--- src/rtl/fetch_stage.sv ---
// Instruction fetch stage: one-outstanding memory handshake feeding a 2-deep {pc, instr} FIFO.
// Optional bubble counter enabled by defining FETCH_BUBBLE_CNT_EN.
module fetch_stage #(
    parameter logic [31:0] RESET_PC  = 32'h0000_0000,
    parameter logic [31:0] NOP_INSTR = 32'h0000_0013
) (
    input  logic        clk,
    input  logic        rst,
    output logic        imem_req,
    output logic [31:0] imem_addr,
    input  logic [31:0] imem_rdata,
    input  logic        imem_ack,
    input  logic        stall,
    input  logic        jmp_taken,
    input  logic [31:0] jmp_target,
    output logic [31:0] instr,
    output logic [31:0] pc_out,
    output logic        instr_valid,
    output logic [31:0] bubble_cnt
);

    typedef enum logic [1:0] {FETCH, WAIT, DROP} state_t;

    state_t      state_q, state_d;
    logic [31:0] pc_q, pc_d;
    logic [31:0] req_addr_q, req_addr_d;
    logic [1:0]  count_q, count_d;
    logic        wr_ptr_q, wr_ptr_d;
    logic        rd_ptr_q, rd_ptr_d;
    logic [31:0] fifo_pc_q [2];
    logic [31:0] fifo_pc_d [2];
    logic [31:0] fifo_instr_q [2];
    logic [31:0] fifo_instr_d [2];
    logic [31:0] instr_q, instr_d;
    logic [31:0] pc_out_q, pc_out_d;
    logic        instr_valid_q, instr_valid_d;
    logic        push;
    logic        pop;
    logic [31:0] jmp_pc;
    logic        unused_jmp_low_bits;

    assign jmp_pc              = {jmp_target[31:2], 2'b00};
    assign unused_jmp_low_bits = ^jmp_target[1:0];

    always_comb begin
        state_d    = state_q;
        pc_d       = pc_q;
        req_addr_d = req_addr_q;
        imem_req   = 1'b0;
        push       = 1'b0;
        case (state_q)
            FETCH: begin
                if (jmp_taken) begin
                    pc_d = jmp_pc;
                end else if (count_q < 2'd2) begin
                    req_addr_d = pc_q;
                    pc_d       = pc_q + 32'd4;
                    state_d    = WAIT;
                end
            end
            WAIT: begin
                imem_req = 1'b1;
                if (jmp_taken) begin
                    pc_d    = jmp_pc;
                    state_d = imem_ack ? FETCH : DROP;
                end else if (imem_ack) begin
                    push    = 1'b1;
                    state_d = FETCH;
                end
            end
            DROP: begin
                // The abandoned request must still complete; its data is thrown away.
                imem_req = 1'b1;
                if (jmp_taken) begin
                    pc_d = jmp_pc;
                end
                if (imem_ack) begin
                    state_d = FETCH;
                end
            end
            default: state_d = FETCH;
        endcase
    end

    assign imem_addr = req_addr_q;
    assign pop       = !jmp_taken && !stall && (count_q != 2'd0);

    always_comb begin
        count_d       = count_q;
        wr_ptr_d      = wr_ptr_q;
        rd_ptr_d      = rd_ptr_q;
        fifo_pc_d     = fifo_pc_q;
        fifo_instr_d  = fifo_instr_q;
        instr_d       = instr_q;
        pc_out_d      = pc_out_q;
        instr_valid_d = instr_valid_q;
        if (push) begin
            fifo_pc_d[wr_ptr_q]    = req_addr_q;
            fifo_instr_d[wr_ptr_q] = imem_rdata;
        end
        if (jmp_taken) begin
            count_d       = 2'd0;
            wr_ptr_d      = 1'b0;
            rd_ptr_d      = 1'b0;
            instr_d       = NOP_INSTR;
            instr_valid_d = 1'b0;
        end else begin
            case ({push, pop})
                2'b10:   count_d = count_q + 2'd1;
                2'b01:   count_d = count_q - 2'd1;
                default: count_d = count_q;
            endcase
            if (push) begin
                wr_ptr_d = ~wr_ptr_q;
            end
            if (pop) begin
                rd_ptr_d      = ~rd_ptr_q;
                instr_d       = fifo_instr_q[rd_ptr_q];
                pc_out_d      = fifo_pc_q[rd_ptr_q];
                instr_valid_d = 1'b1;
            end else if (!stall) begin
                // Nothing fetched yet: emit a bubble and keep the last PC visible.
                instr_d       = NOP_INSTR;
                instr_valid_d = 1'b0;
            end
        end
    end

    always_ff @(posedge clk) begin
        if (rst) begin
            state_q       <= FETCH;
            pc_q          <= RESET_PC;
            req_addr_q    <= 32'd0;
            count_q       <= 2'd0;
            wr_ptr_q      <= 1'b0;
            rd_ptr_q      <= 1'b0;
            instr_q       <= NOP_INSTR;
            pc_out_q      <= 32'd0;
            instr_valid_q <= 1'b0;
        end else begin
            state_q       <= state_d;
            pc_q          <= pc_d;
            req_addr_q    <= req_addr_d;
            count_q       <= count_d;
            wr_ptr_q      <= wr_ptr_d;
            rd_ptr_q      <= rd_ptr_d;
            instr_q       <= instr_d;
            pc_out_q      <= pc_out_d;
            instr_valid_q <= instr_valid_d;
        end
    end

    always_ff @(posedge clk) begin
        fifo_pc_q    <= fifo_pc_d;
        fifo_instr_q <= fifo_instr_d;
    end

    assign instr       = instr_q;
    assign pc_out      = pc_out_q;
    assign instr_valid = instr_valid_q;

`ifdef FETCH_BUBBLE_CNT_EN
    logic [31:0] bubble_cnt_q, bubble_cnt_d;
    logic        bubble_load;

    assign bubble_load = jmp_taken || (!stall && (count_q == 2'd0));

    always_comb begin
        bubble_cnt_d = bubble_cnt_q;
        if (bubble_load) begin
            bubble_cnt_d = bubble_cnt_q + 32'd1;
        end
    end

    always_ff @(posedge clk) begin
        if (rst) begin
            bubble_cnt_q <= 32'd0;
        end else begin
            bubble_cnt_q <= bubble_cnt_d;
        end
    end

    assign bubble_cnt = bubble_cnt_q;
`else
    assign bubble_cnt = 32'd0;
`endif

endmodule

--- config.mk ---
export PLATFORM = sky130hd
export DESIGN_NAME = fetch_stage
export DESIGN_NICKNAME = d
export VERILOG_FILES = /design/src/rtl/fetch_stage.sv
export SDC_FILE = /design/constraint.sdc
export NUM_CORES = 1
export LEC_CHECK = 0
export ABC_AREA = 1
export BUFFER_PORTS_ARGS = -buffer_cell sky130_fd_sc_hd__buf_2
export CAP_MARGIN = 10
export CORE_MARGIN = 4
export CORE_UTILIZATION = 50
export CTS_BUF_LIST = sky130_fd_sc_hd__clkbuf_16
export CTS_CLUSTER_DIAMETER = 200
export DETAILED_ROUTE_END_ITERATION = 16
export PLACE_DENSITY = 0.74
export SETUP_SLACK_MARGIN = 0.4
export SLEW_MARGIN = 0
export SYNTH_ARGS = -nofsm -noshare
export SYNTH_HDL_FRONTEND = slang
export SYNTH_SLANG_ARGS = --single-unit
--- constraint.sdc ---
create_clock -name clk -period 3.5 [get_ports clk]
set_input_delay 0 -clock clk [delete_from_list [all_inputs] [get_ports clk]]
set_output_delay 0 -clock clk [all_outputs]
set_load 0.005 [all_outputs]
Word level (Yosys, flattened, before mapping)
Index checks and enable logic that the tools add are counted.
{"block": "op_classes", "add_sub_neg": 3, "magnitude_cmp": 4, "n_eq_ne": 9, "muxes": 29, "bitwise": 5, "reduce_logical": 15}
{"cell": "2-to-1 mux 32 bit", "n": 12}
{"cell": "bitwise mux 64 bit", "n": 2}
{"cell": "case mux 32 bit (2 select lines)", "n": 1}
{"cell": "adder 32 x 3 -> 32 bit (second input constant)", "n": 1}
{"cell": "demux 32 bit (select 1 bit)", "n": 1}
{"cell": "2-to-1 mux 2 bit", "n": 5}
{"cell": "2-to-1 mux 1 bit", "n": 6}
{"cell": "case mux 2 bit (3 select lines)", "n": 1}
{"cell": "AND reduction 3 bit", "n": 2}
{"cell": "nonzero test 2 bit", "n": 3}
{"cell": "== test 2 x 1 -> 1 bit (second input constant)", "n": 2}
{"cell": "== test 2 bit (second input constant)", "n": 2}
{"cell": "greater-or-equal comparator 2 bit (second input constant)", "n": 2}
{"cell": "!= test 2 x 1 -> 1 bit (second input constant)", "n": 2}
{"cell": "!= test 2 bit (second input constant)", "n": 2}
{"cell": "NOT 1 -> 2 bit", "n": 2}
{"cell": "case mux 2 bit (2 select lines)", "n": 1}
{"cell": "AND reduction 2 bit", "n": 2}
{"cell": "OR reduction 2 bit", "n": 2}
{"cell": "logical AND 1 bit", "n": 3}
{"cell": "!= test 3 bit (second input constant)", "n": 1}
{"cell": "NOT 1 bit", "n": 3}
{"cell": "adder 2 x 1 -> 2 bit (second input constant)", "n": 1}
{"cell": "zero test 1 bit", "n": 2}
{"cell": "4 further kinds", "n": 4}
{"block": "totals", "reg_bits": 263, "word_cells": 78}

Logic depth before layout (Yosys ltp)
Gate-level depths: netlist of the first run.
{"block": "depth", "ltp_word": 6, "depth_mapped": 11, "mapped_depth_nobuf": 10}

Worst setup path before layout of the first run
OpenSTA, ideal clock, no wires.
{"block": "synth_timing", "path_type": "register to register", "startpoint": "reg state_q[1]", "endpoint": "reg fifo_instr_q[0] (netlist bit), enable pin", "setup_time_ps": 482, "t_arrival_ps": 3359, "required_time_ps": 3018, "slack_ps": -342, "stages_incl_launch_ff": 5, "path_buffers": 0, "synth_period_minus_slack_ps": 3842, "cell_sequence": "dfxtp_1 -> inv_1 -> ha_1 -> nand3_1 -> nor2_1"}
{"block": "synth_between", "elab_chain_len": 2}
{"item": "from (decl)", "line": "24", "rtl": "state_t state_q, state_d;"}
{"item": "from (signal assigned)", "line": "141", "rtl": "state_q <= state_d;"}
{"item": "== test 2 x 1 -> 1 bit", "line": "51", "rtl": "case (state_q)"}
{"item": "2-to-1 mux 1 bit", "line": "51"}
{"item": "to (signal assigned)", "line": "155", "rtl": "fifo_instr_q <= fifo_instr_d;"}
{"item": "to (decl)", "line": "32", "rtl": "logic [31:0] fifo_instr_q [2];"}
No other way between the ends.
A chain may end at the register's enable or synchronous reset.

Worst setup path in the final report of the first run
{"block": "layout_timing", "startpoint": "reg state_q[1]", "endpoint": "reg state_q[1]"}
{"block": "layout_between", "elab_chain_len": 3, "elab_cells_between_ends": 9}
{"item": "2-to-1 mux 2 bit or zero test 2 bit (tied branches)"}
{"item": "2-to-1 mux 2 bit or != test 2 bit (tied branches)"}
{"item": "case mux 2 bit (3 select lines) or AND reduction 2 bit (tied branches)"}
Parallel ways exist; a longest one is shown, timed or not.

==> flow_summary.yaml, run 1 <==
critical_path:
  critPathLaunchType: "flop"
  r2r_start: "state_q[1]$_SDFFE_PP0P_"
  rr_worst_depth: 9
  critical_path_class: "reg2reg"
  path_max_fanout: 5
  end_kind: "flop"
  cp.required_ps: 3920
  worstPathArrival_ps: 3280
  crit_start: "state_q[1]$_SDFFE_PP0P_"
  r2r_slack_ps: 630
  r2r-end: "state_q[1]$_SDFFE_PP0P_"
  crit_end: "state_q[1]$_SDFFE_PP0P_"
cells_and_area:
  seq_area_um2: 6310
  stdcell_count: 1649
  final_area_um2: 12700
  num_antenna_cells: 0
  nets: 1434
  syn_to_final_growth_pct: 22.8
  fillCellCount: 1701
  layout-drive-gt1-share_pct: 16.9
  layout_common_cells: "365 x nand2_1, 160 x buf_2, 128 x dfxtp_1"
  multiInputGateArea_um2: 3500
  final_common_cell: "nand2_1"
cts:
  cts_tree: "built"
  cts.clk_slew.worst_paths_ps: 60
  worst_skew_pair.late_latency_ps: 530
  cts_resized: 0
  cts_buffer_depth: 3
  numCtsBuffers: 26
  cts.sinks: 253
  cts_max_level: 1
  cts_root_buf: "clkbuf_16"
  post_cts_buffers: 0
power:
  clkPwrFrac_pct: 40.7
  power.total_mw: 6.33
  p_sw_share_pct: 22.9
  combPwrFrac_pct: 7.4
  p_sw_mw: 1.45
  leakage_nw: 5.17
  vdd_ir_drop_max_mv: 0.304
  powerDensity_nw_per_um2: 497
  power.share.sequential_pct: 51.9
  intPower_mw: 4.89
grt:
  antenna_found_initial: 0
  grt_pass1_wl_um: 40300
  grt.overflow.total: 0
  grt_pass1_vias: 7831
  grt_max_degree: 68
  grtUsageTotal_pct: 20.8
min_path:
  whs_path_depth: 2
  hold_path_class: "in2reg"
sta:
  tightest_slew_ps: 1060
  fin_crit_sh_pct: 81.9
  clock_skew_ps: 30.9
  hold_viol: 0
  tns_ps: 0
  final-setup-viol-count: 0
  slew_headroom_pct: 29.0
  hold_ws_ps: 9.66
  rsz0062_at_grt: "no"
  min_period_ps: 2870
  report.final.slew_viol_count: 0
  fmax_ghz: 0.349
placed_design:
  placedCellCount: 1529
  dpl-instance-area_um2: 11200
  gp_congestion: 0.901
  dp_hpwl_um: 16300
  portBuffers: 160
synthesis:
  synthCells: 1148
  ys_types: 33
  synth-async-reset-ratio_pct: 0
  syn_area_um2: 10400
  synth.yosys.warnings: 0
  ys.flop_type: "dfxtp_1"
  ys_seq_area_share_pct: 60.8
  synth_edf_count: 124
  syn_area_per_cell_um2: 9.04
  ys_seq_elements: 253
floorplan:
  die_h_um: 152
  initial_core_util_pct: 51.1
  die_w_um: 152
  rows: 52
  coreArea_um2: 20300
  ios: 199
  dieArea_um2: 23100
routing:
  ant_nets: 0
  vias: 8257
  drc: 0
  drt_iter0_drc: 442
  vias_per_cell: 5.01
  wl_per_cell_um: 15.1
  firstDrtPassIters: 5
  drt-total-wl_um: 25000
run_status:
  outcome: "finished clean"
job:
  maxCapViolCount: 0
stage by stage:
step / util, % / setup WS, ps
floorplan: - / -342
global placement: 55.3 / 1290
detailed placement: 55.3 / 1230
CTS: 62.8 / 670
global route: 62.8 / 435
finish: 62.8 / 634
final cells by class:
cell class | instances | area share, %
inverter | 50 | 1.47
multi-input combinational | 789 | 27.5
tap | 270 | 2.65
sequential | 253 | 49.5
timing repair buffer | 239 | 12.5
clock inverter | 22 | 1.23
clock buffer | 26 | 5.11
worst max-delay path, cell delays in order (launching register included):
cell and delay, ps:
dfxtp_1 400, inv_1 100, ha_1 220, a21oi_1 130, a211oi_1 60, dlygate4sd3_1 570, nand4_1 80, dlygate4sd3_1 570
a21oi_1 60, dlygate4sd3_1 580
worst min-delay path by stage:
stage | from | end | slack (ps)
after floorplan | imem_rdata[0] | fifo_instr_q[0]$_DFFE_PP_ | 100
after global placement | imem_rdata[29] | fifo_instr_q[61]$_DFFE_PP_ | 190
after detailed placement | imem_rdata[24] | fifo_instr_q[56]$_DFFE_PP_ | 190
after CTS | rst | pc_q[7]$_SDFFE_PP0P_ | 1
after global routing | rst | pc_q[23]$_SDFFE_PP0P_ | 10
final | rst | pc_q[7]$_SDFFE_PP0P_ | 10
power by group through the flow:
stage               clock [mW]  combinational [mW]  sequential, mW
floorplan                    0               0.280            3.33
global placement             0               0.391            3.35
detailed placement           0               0.400            3.35
CTS                       2.63               0.464            3.29
global route              2.78               0.522            3.30
finish                    2.58               0.467            3.29
flip-flops by register name, indices dropped and copies added, names as in the netlist:
register      cells
fifo_instr_q     64
fifo_pc_q        60
instr            32
imem_addr        30
pc_out           30
pc_q             30
count_q           2
state_q           2
instr_valid       1
rd_ptr_q          1
wr_ptr_q          1
synthesized netlist by cell type, types with 2 or more instances:
cell type    n  area share [%]
a211oi_1     2            0.14
a21oi_1     88             4.2
a31oi_1     32             1.9
buf_2       19            0.92
buf_4       42             3.0
clkbuf_1    28             1.0
dfxtp_1    129              25
edfxtp_1   124              36
ha_1         6            0.72
inv_1       44             1.6
inv_2        5            0.18
nand2_1    365              13
nand2_2      7            0.42
nand3_1     32             1.5
nand3b_1     2            0.14
nand4_1      6            0.36
nor2_1     100             3.6
nor2_2       8            0.48
nor2_4       4            0.43
nor3_1       3            0.14
o21ai_0     87             4.2
o21ai_1      3            0.14
or2_2        2            0.12
kinds of logic (layout without fill, tap and decap cells):
logic type / count (synthesis) / count (layout) / synth area share, %
flip-flops: 253 / 253 / 60.8
buffers and inverters: 141 / 337 / 6.86
other: 1 / 36 / 0.0361
AO/OA/AOI/OAI: 217 / 217 / 11.1
adder cells (fa/ha/maj): 6 / 6 / 0.723
AND/OR/NAND/NOR: 530 / 530 / 20.5
per-layer routing:
layer	track usage, %	wire length, µm
met1	27.7	10800
met5	0	0
met4	5.05	482
met3	3.27	1430
met2	36.1	12300
timing repair:
action                     CTS  global route
setup endpoints to repair    0             0
hold endpoints to repair   111             0
hold buffers                72             0
No activity file was read; power rests on OpenSTA's default activity.
==> inputs of run 2 (changes only) <==
--- a/config.mk
+++ b/config.mk
@@ -5,15 +5,15 @@
 export SDC_FILE = /design/constraint.sdc
 export NUM_CORES = 1
 export LEC_CHECK = 0
-export ABC_AREA = 1
+export ABC_AREA = 0
 export BUFFER_PORTS_ARGS = -buffer_cell sky130_fd_sc_hd__buf_2
 export CAP_MARGIN = 10
 export CORE_MARGIN = 4
-export CORE_UTILIZATION = 50
+export CORE_UTILIZATION = 55
 export CTS_BUF_LIST = sky130_fd_sc_hd__clkbuf_16
 export CTS_CLUSTER_DIAMETER = 200
 export DETAILED_ROUTE_END_ITERATION = 16
-export PLACE_DENSITY = 0.74
+export PLACE_DENSITY = 0.78
 export SETUP_SLACK_MARGIN = 0.4
 export SLEW_MARGIN = 0
 export SYNTH_ARGS = -nofsm -noshare
==> constraint.sdc (replaced) <==
create_clock -name clk -period 3 [get_ports clk]
set_input_delay 0 -clock clk [delete_from_list [all_inputs] [get_ports clk]]
set_output_delay 0 -clock clk [all_outputs]
set_load 0.005 [all_outputs]
==> run 2 against run 1 <==
  * Die area is 11% lower
  * Highest routed layer unchanged
  * Largest cell class unchanged
  * Sequential power grew 15%
  * Final area down 2.2%
  * Count of clock-buffer cells in the layout is 1 lower
  * Routed wire length down 7.4%
  * Combinational power shrank 2%
  * Largest power group unchanged
  * Utilization up 6.6 points
  * First-iteration DRC count grew 29%
==> flow_summary.yaml, run 2 <==
run_status:
  outcome: "finished clean"
cts:
  cts.sinks: 253
  numCtsBuffers: 25
  worst_skew_pair.late_latency_ps: 510
  post_cts_buffers: 0
  cts.clk_slew.worst_paths_ps: 70
  cts_buffer_depth: 3
  cts_tree: "built"
  cts_root_buf: "clkbuf_16"
  cts_max_level: 1
critical_path:
  crit_end: "pc_q[7]$_SDFFE_PP0P_"
  critical_path_class: "reg2reg"
  path_cells: "inv_1 -> ha_1 -> a211o_1 -> nand2_1 -> nand2_1 -> a22oi_1 -> nor2_1 -> dlygate4sd3_1"
  r2r_slack_ps: 530
  worstPathArrival_ps: 2860
  end_kind: "flop"
  cp.required_ps: 3400
  worst_path_largest_cell_delay_ps: 590
  path_max_fanout: 12
  cp_slowest_cell: "dlygate4sd3_1"
  path_common_cell: "nand2_1"
  crit_start: "state_q[0]$_SDFFE_PP0P_"
  r2r_start: "state_q[0]$_SDFFE_PP0P_"
  critPathLaunchType: "flop"
  rr_worst_depth: 8
  r2r-end: "pc_q[7]$_SDFFE_PP0P_"
power:
  leakage_nw: 4.70
  vdd_ir_drop_max_mv: 0.449
  powerDensity_nw_per_um2: 578
  power.total_mw: 7.20
routing:
  drt-total-wl_um: 23100
  drc: 0
  vias: 7417
  drt_iter0_drc: 568
  firstDrtPassIters: 5
  vias_per_cell: 5.55
  wl_per_cell_um: 17.3
  ant_nets: 0
floorplan:
  coreArea_um2: 18000
  ios: 199
  dieArea_um2: 20500
  initial_core_util_pct: 56.1
  die_w_um: 143
  rows: 49
  die_h_um: 143
grt:
  grtUsageTotal_pct: 22.2
  grt.overflow.total: 0
  grt_pass1_vias: 7118
  grt_pass1_wl_um: 36700
  antenna_found_initial: 0
  grt_max_degree: 95
sta:
  tns_ps: 0
  clock_skew_ps: 12.7
  fin_crit_sh_pct: 82.2
  tightest_slew_ps: 770
  rsz0062_at_grt: "yes"
  report.final.slew_viol_count: 0
  fmax_ghz: 0.406
  setup_ws_ps: 535
  final-setup-viol-count: 0
  min_period_ps: 2470
  slew_headroom_pct: 48.7
  hold_viol: 0
min_path:
  hold_path_class: "in2reg"
cells_and_area:
  nets: 1164
  largest_register_ffs: 64
  num_antenna_cells: 0
  multiInputGateArea_um2: 3400
  final_common_cell: "buf_2"
  layout-drive-gt1-share_pct: 23.8
  fillCellCount: 1300
  stdcell_count: 1336
  fin_util_pct: 69.4
  largest_register: "fifo_instr_q"
  layout_common_cells: "159 x buf_2, 128 x dfxtp_1, 124 x edfxtp_1"
  seq_area_um2: 6310
  syn_to_final_growth_pct: 23.7
synthesis:
  synth_top_area_cell: "edfxtp_1"
  ys_types: 61
  synth_common_cells: "129 x dfxtp_1, 124 x edfxtp_1, 102 x nand2_1"
  syn_area_per_cell_um2: 11.5
  ys.flop_type: "dfxtp_1"
  synth-async-reset-ratio_pct: 0
  ys_seq_area_share_pct: 62.6
  syn_area_um2: 10100
  yosysMostFrequentCell: "dfxtp_1"
  synthTopCellsByArea: "edfxtp_1 37%, dfxtp_1 26%, nand2_1 3.8%"
  synthCells: 879
  ys_seq_elements: 253
  synth_edf_count: 124
  synth.yosys.warnings: 0
  netlist.area_leader.share_pct: 37.0
placed_design:
  placedCellCount: 1224
  gp_congestion: 0.888
  dp_hpwl_um: 14700
  dp_slack_ps: 587
  portBuffers: 160
job:
  maxCapViolCount: 0
## run 2: per-layer routing
metal	wire length [µm]	GRT usage, %	up-vias
met5	0	0	-
met2	11300	37.8	316
met4	599	6.29	0
met3	1750	3.63	46
li1	-	-	3565
met1	9440	29.6	3490
## run 2: how the worst min path moves through the flow
stage	from	endpoint	depth (start not counted)
floorplan	imem_rdata[0]	fifo_instr_q[0]$_DFFE_PP_	0
global placement	imem_rdata[29]	fifo_instr_q[29]$_DFFE_PP_	1
detailed placement	imem_rdata[30]	fifo_instr_q[30]$_DFFE_PP_	1
CTS	jmp_target[24]	pc_q[24]$_SDFFE_PP0P_	4
global route	jmp_target[24]	pc_q[24]$_SDFFE_PP0P_	4
finish	jmp_target[24]	pc_q[24]$_SDFFE_PP0P_	4
## run 2: cell type report
cell class | count | area share [%]
sequential | 253 | 50.6
multi-input combinational | 560 | 27.3
timing repair buffer | 244 | 13.4
clock buffer | 25 | 5.02
tap | 229 | 2.30
clock inverter | 20 | 1.26
inverter | 5 | 0.151
## run 2: critical path, delay by kind of cell, from the launching register on
family          cells  cell delay (ps)
buf+inv             2              670
simple gates        3              480
compound gates      2              470
fa+ha+maj           1              380
flops               1              360
## run 2: what timing repair did
action	4_1_cts	5_1_grt
endpoints found under the setup margin	0	6
gates resized for setup	0	4
hold endpoints to repair	99	0
hold buffers	67	0
## run 2: power by group
part / switching (mW) / internal [mW]
combinational: 0.251 / 0.205
clock: 1.28 / 1.70
sequential: 0.0754 / 3.69
## run 2: cells by family (layout without fill, tap and decap cells)
| logic type | count (synthesis) | count (layout) | synth area share [%] |
|---|---|---|---|
| fa+ha+maj | 6 | 6 | 0.745 |
| buf+inv | 101 | 294 | 5.16 |
| other cells | 1 | 36 | 0.0372 |
| compound gates | 184 | 184 | 12.3 |
| flops | 253 | 253 | 62.6 |
| simple gates | 266 | 266 | 12.1 |
| mux | 64 | 64 | 6.72 |
| xor+xnor | 4 | 4 | 0.348 |
## run 2: through the flow
stage,area (µm²),hold WS (ps)
floorplan,10200,98.9
global placement,11000,188
detailed placement,11000,194
CTS,12500,37.2
global route,12500,88.6
finish,12500,62.2
==> inputs of run 3 (changes only) <==
--- a/config.mk
+++ b/config.mk
@@ -9,11 +9,11 @@
 export BUFFER_PORTS_ARGS = -buffer_cell sky130_fd_sc_hd__buf_2
 export CAP_MARGIN = 10
 export CORE_MARGIN = 4
-export CORE_UTILIZATION = 55
+export CORE_UTILIZATION = 50
 export CTS_BUF_LIST = sky130_fd_sc_hd__clkbuf_16
 export CTS_CLUSTER_DIAMETER = 200
 export DETAILED_ROUTE_END_ITERATION = 16
-export PLACE_DENSITY = 0.78
+export PLACE_DENSITY = 0.74
 export SETUP_SLACK_MARGIN = 0.4
 export SLEW_MARGIN = 0
 export SYNTH_ARGS = -nofsm -noshare
==> constraint.sdc (replaced) <==
create_clock -name clk -period 2.1 [get_ports clk]
set_input_delay 0 -clock clk [delete_from_list [all_inputs] [get_ports clk]]
set_output_delay 0 -clock clk [all_outputs]
set_load 0.005 [all_outputs]
==> run 3 against run 2 <==
  * Routed wire length is 17% higher
  * Worst hold slack worse by 17 ps
  * Setup slack lost 460 ps
  * Critical endpoint is now pc_q[30]$_SDFFE_PP0P_
  * Largest power group unchanged
==> flow_summary.yaml, run 3 (same netlist as run 2, synthesis figures left out) <==
cts:
  worst_skew_pair.late_latency_ps: 530
  numCtsBuffers: 26
  cts_root_buf: "clkbuf_16"
  cts_max_level: 1
  cts.sinks: 253
  cts.clk_slew.worst_paths_ps: 70
  cts_buffer_depth: 3
  cts_tree: "built"
sta:
  slew_headroom_pct: 50.4
  fmax_ghz: 0.494
  setup_ws_ps: 76.7
  report.final.slew_viol_count: 0
  fin_crit_sh_pct: 96.3
  min_period_ps: 2020
  final-setup-viol-count: 0
  tns_ps: 0
  clock_skew_ps: 12.1
  rsz0062_at_grt: "yes"
  hold_viol: 0
  tightest_slew_ps: 744
routing:
  drt_iter0_drc: 537
  vias: 7882
  wl_per_cell_um: 18.7
  ant_nets: 0
  vias_per_cell: 5.46
  firstDrtPassIters: 5
  drt-total-wl_um: 27000
  drc: 0
placed_design:
  dp_hpwl_um: 15200
  gp_congestion: 0.880
  dp_slack_ps: 33.0
  portBuffers: 160
power:
  leakage_nw: 5.31
  vdd_ir_drop_max_mv: 0.538
  powerDensity_nw_per_um2: 784
  p_sw_share_pct: 22.4
  combPwrFrac_pct: 8.9
  intPower_mw: 8.45
  power.total_mw: 10.9
  power.share.sequential_pct: 49.6
  p_sw_mw: 2.43
  clkPwrFrac_pct: 41.5
grt:
  antenna_found_initial: 0
  grtUsageTotal_pct: 21.1
  grt_pass1_wl_um: 38400
  grt_pass1_vias: 7449
  grt.overflow.total: 0
  grt_max_degree: 74
job:
  maxCapViolCount: 0
critical_path:
  crit_start: "state_q[0]$_SDFFE_PP0P_"
  path_max_fanout: 3
  path_cells: "ha_1 -> a211o_1 -> and2_4 -> buf_6 -> or3_1 -> or3_1 -> a31oi_1"
  end_kind: "flop"
  r2r_start: "state_q[0]$_SDFFE_PP0P_"
  r2r_slack_ps: 80
  path_common_cell: "or3_1"
  critPathLaunchType: "flop"
  cp_slowest_cell: "dfxtp_4"
  cp.required_ps: 2560
  worstPathArrival_ps: 2480
  worst_path_largest_cell_delay_ps: 360
  critical_path_class: "reg2reg"
  critPathTopFamily: "simple AND/OR/NAND/NOR gates"
  cp_num_buf_inv: 1
floorplan:
  die_w_um: 150
  ios: 199
  die_h_um: 150
  coreArea_um2: 19700
  initial_core_util_pct: 51.2
  rows: 51
  dieArea_um2: 22500
cells_and_area:
  layout_common_cells: "159 x buf_2, 124 x edfxtp_1, 113 x dfxtp_1"
  largest_register: "fifo_instr_q"
  syn_to_final_growth_pct: 37.8
  final_common_cell: "buf_2"
  largest_register_ffs: 64
  num_antenna_cells: 0
  fillCellCount: 1352
  layout-drive-gt1-share_pct: 33.8
  nets: 1233
min_path:
  hold_path_class: "in2reg"
  holdCritStartpoint: "stall"
run_status:
  outcome: "finished clean"
## run 3: cell count changes in the layout (fill, tap and decap cells not counted), sizes merged, moves of 2 or more
cell / previous run / this run
clkbuf: 25 / 36
clkinv: 11 / 9
inv: 10 / 13
dlygate4sd3: 67 / 65
bufbuf: 0 / 2
buf: 177 / 236
## run 3: power groups by stage
stage | clock network (mW) | logic, mW | registers, mW
3_5_place_dp | 0 | 0.589 | 5.49
2_1_floorplan | 0 | 0.423 | 5.46
5_1_grt | 4.80 | 1.05 | 5.41
3_3_place_gp | 0 | 0.576 | 5.48
6_report | 4.51 | 0.972 | 5.40
4_1_cts | 4.57 | 0.797 | 5.39
## run 3: metrics by stage
stage	instances	cell area (µm²)	hold slack [ps]	util [%]
floorplan	914	10300	98.9	-
global placement	1275	11200	189	57.2
detailed placement	1275	11200	194	57.2
CTS	1410	13200	90.5	67.1
global route	1443	13900	56.0	70.6
finish	1443	13900	45.2	70.6
## run 3: final timing paths
| check | endpoint | cells past startpoint |
|---|---|---|
| setup / recovery | pc_q[30]$_SDFFE_PP0P_ | 7 |
| hold / removal | pc_out[31]$_SDFFE_PP0P_ | 5 |
| setup reg to reg | pc_q[30]$_SDFFE_PP0P_ | 7 |
| hold reg to reg | fifo_pc_q[24]$_DFFE_PP_ | 0 |
## run 3: timing repair
action / 4_1_cts / 5_1_grt
endpoints found under the setup margin: 61 / 160
hold endpoints to repair: 111 / 0
cloned: 4 / 12
hold buffers: 65 / 0
pin swaps: 13 / 36
gates resized for setup: 47 / 71
buffers inserted: 18 / 21
## run 3: routing by layer
metal  vias to the layer above  global-route usage, %  share of wire [%]
li1                       3698                      -                  -
met1                      3801                   27.2                 39
met2                       327                   36.7                 50
met3                        56                   3.76                7.8
met4                         0                   6.13                2.3
met5                         -                      0                  0
## run 3: area by class of cell
| class | count | area (µm²) | share of cell area [%] |
|---|---|---|---|
| clock buffers | 27 | 676 | 4.87 |
| clock inverters | 21 | 166 | 1.20 |
| inverters | 5 | 23.8 | 0.171 |
| multi-input cells | 560 | 3740 | 27.0 |
| flip-flops and latches | 253 | 6340 | 45.7 |
| well taps | 265 | 332 | 2.39 |
| repair buffers | 312 | 2600 | 18.8 |
## run 3: worst register-to-register path, stage by stage, from the launching register on
cell and delay [ps]:
dfxtp_4 360, ha_1 230, a211o_1 310, and2_4 160, buf_6 120, or3_1 340
or3_1 320, a31oi_1 130
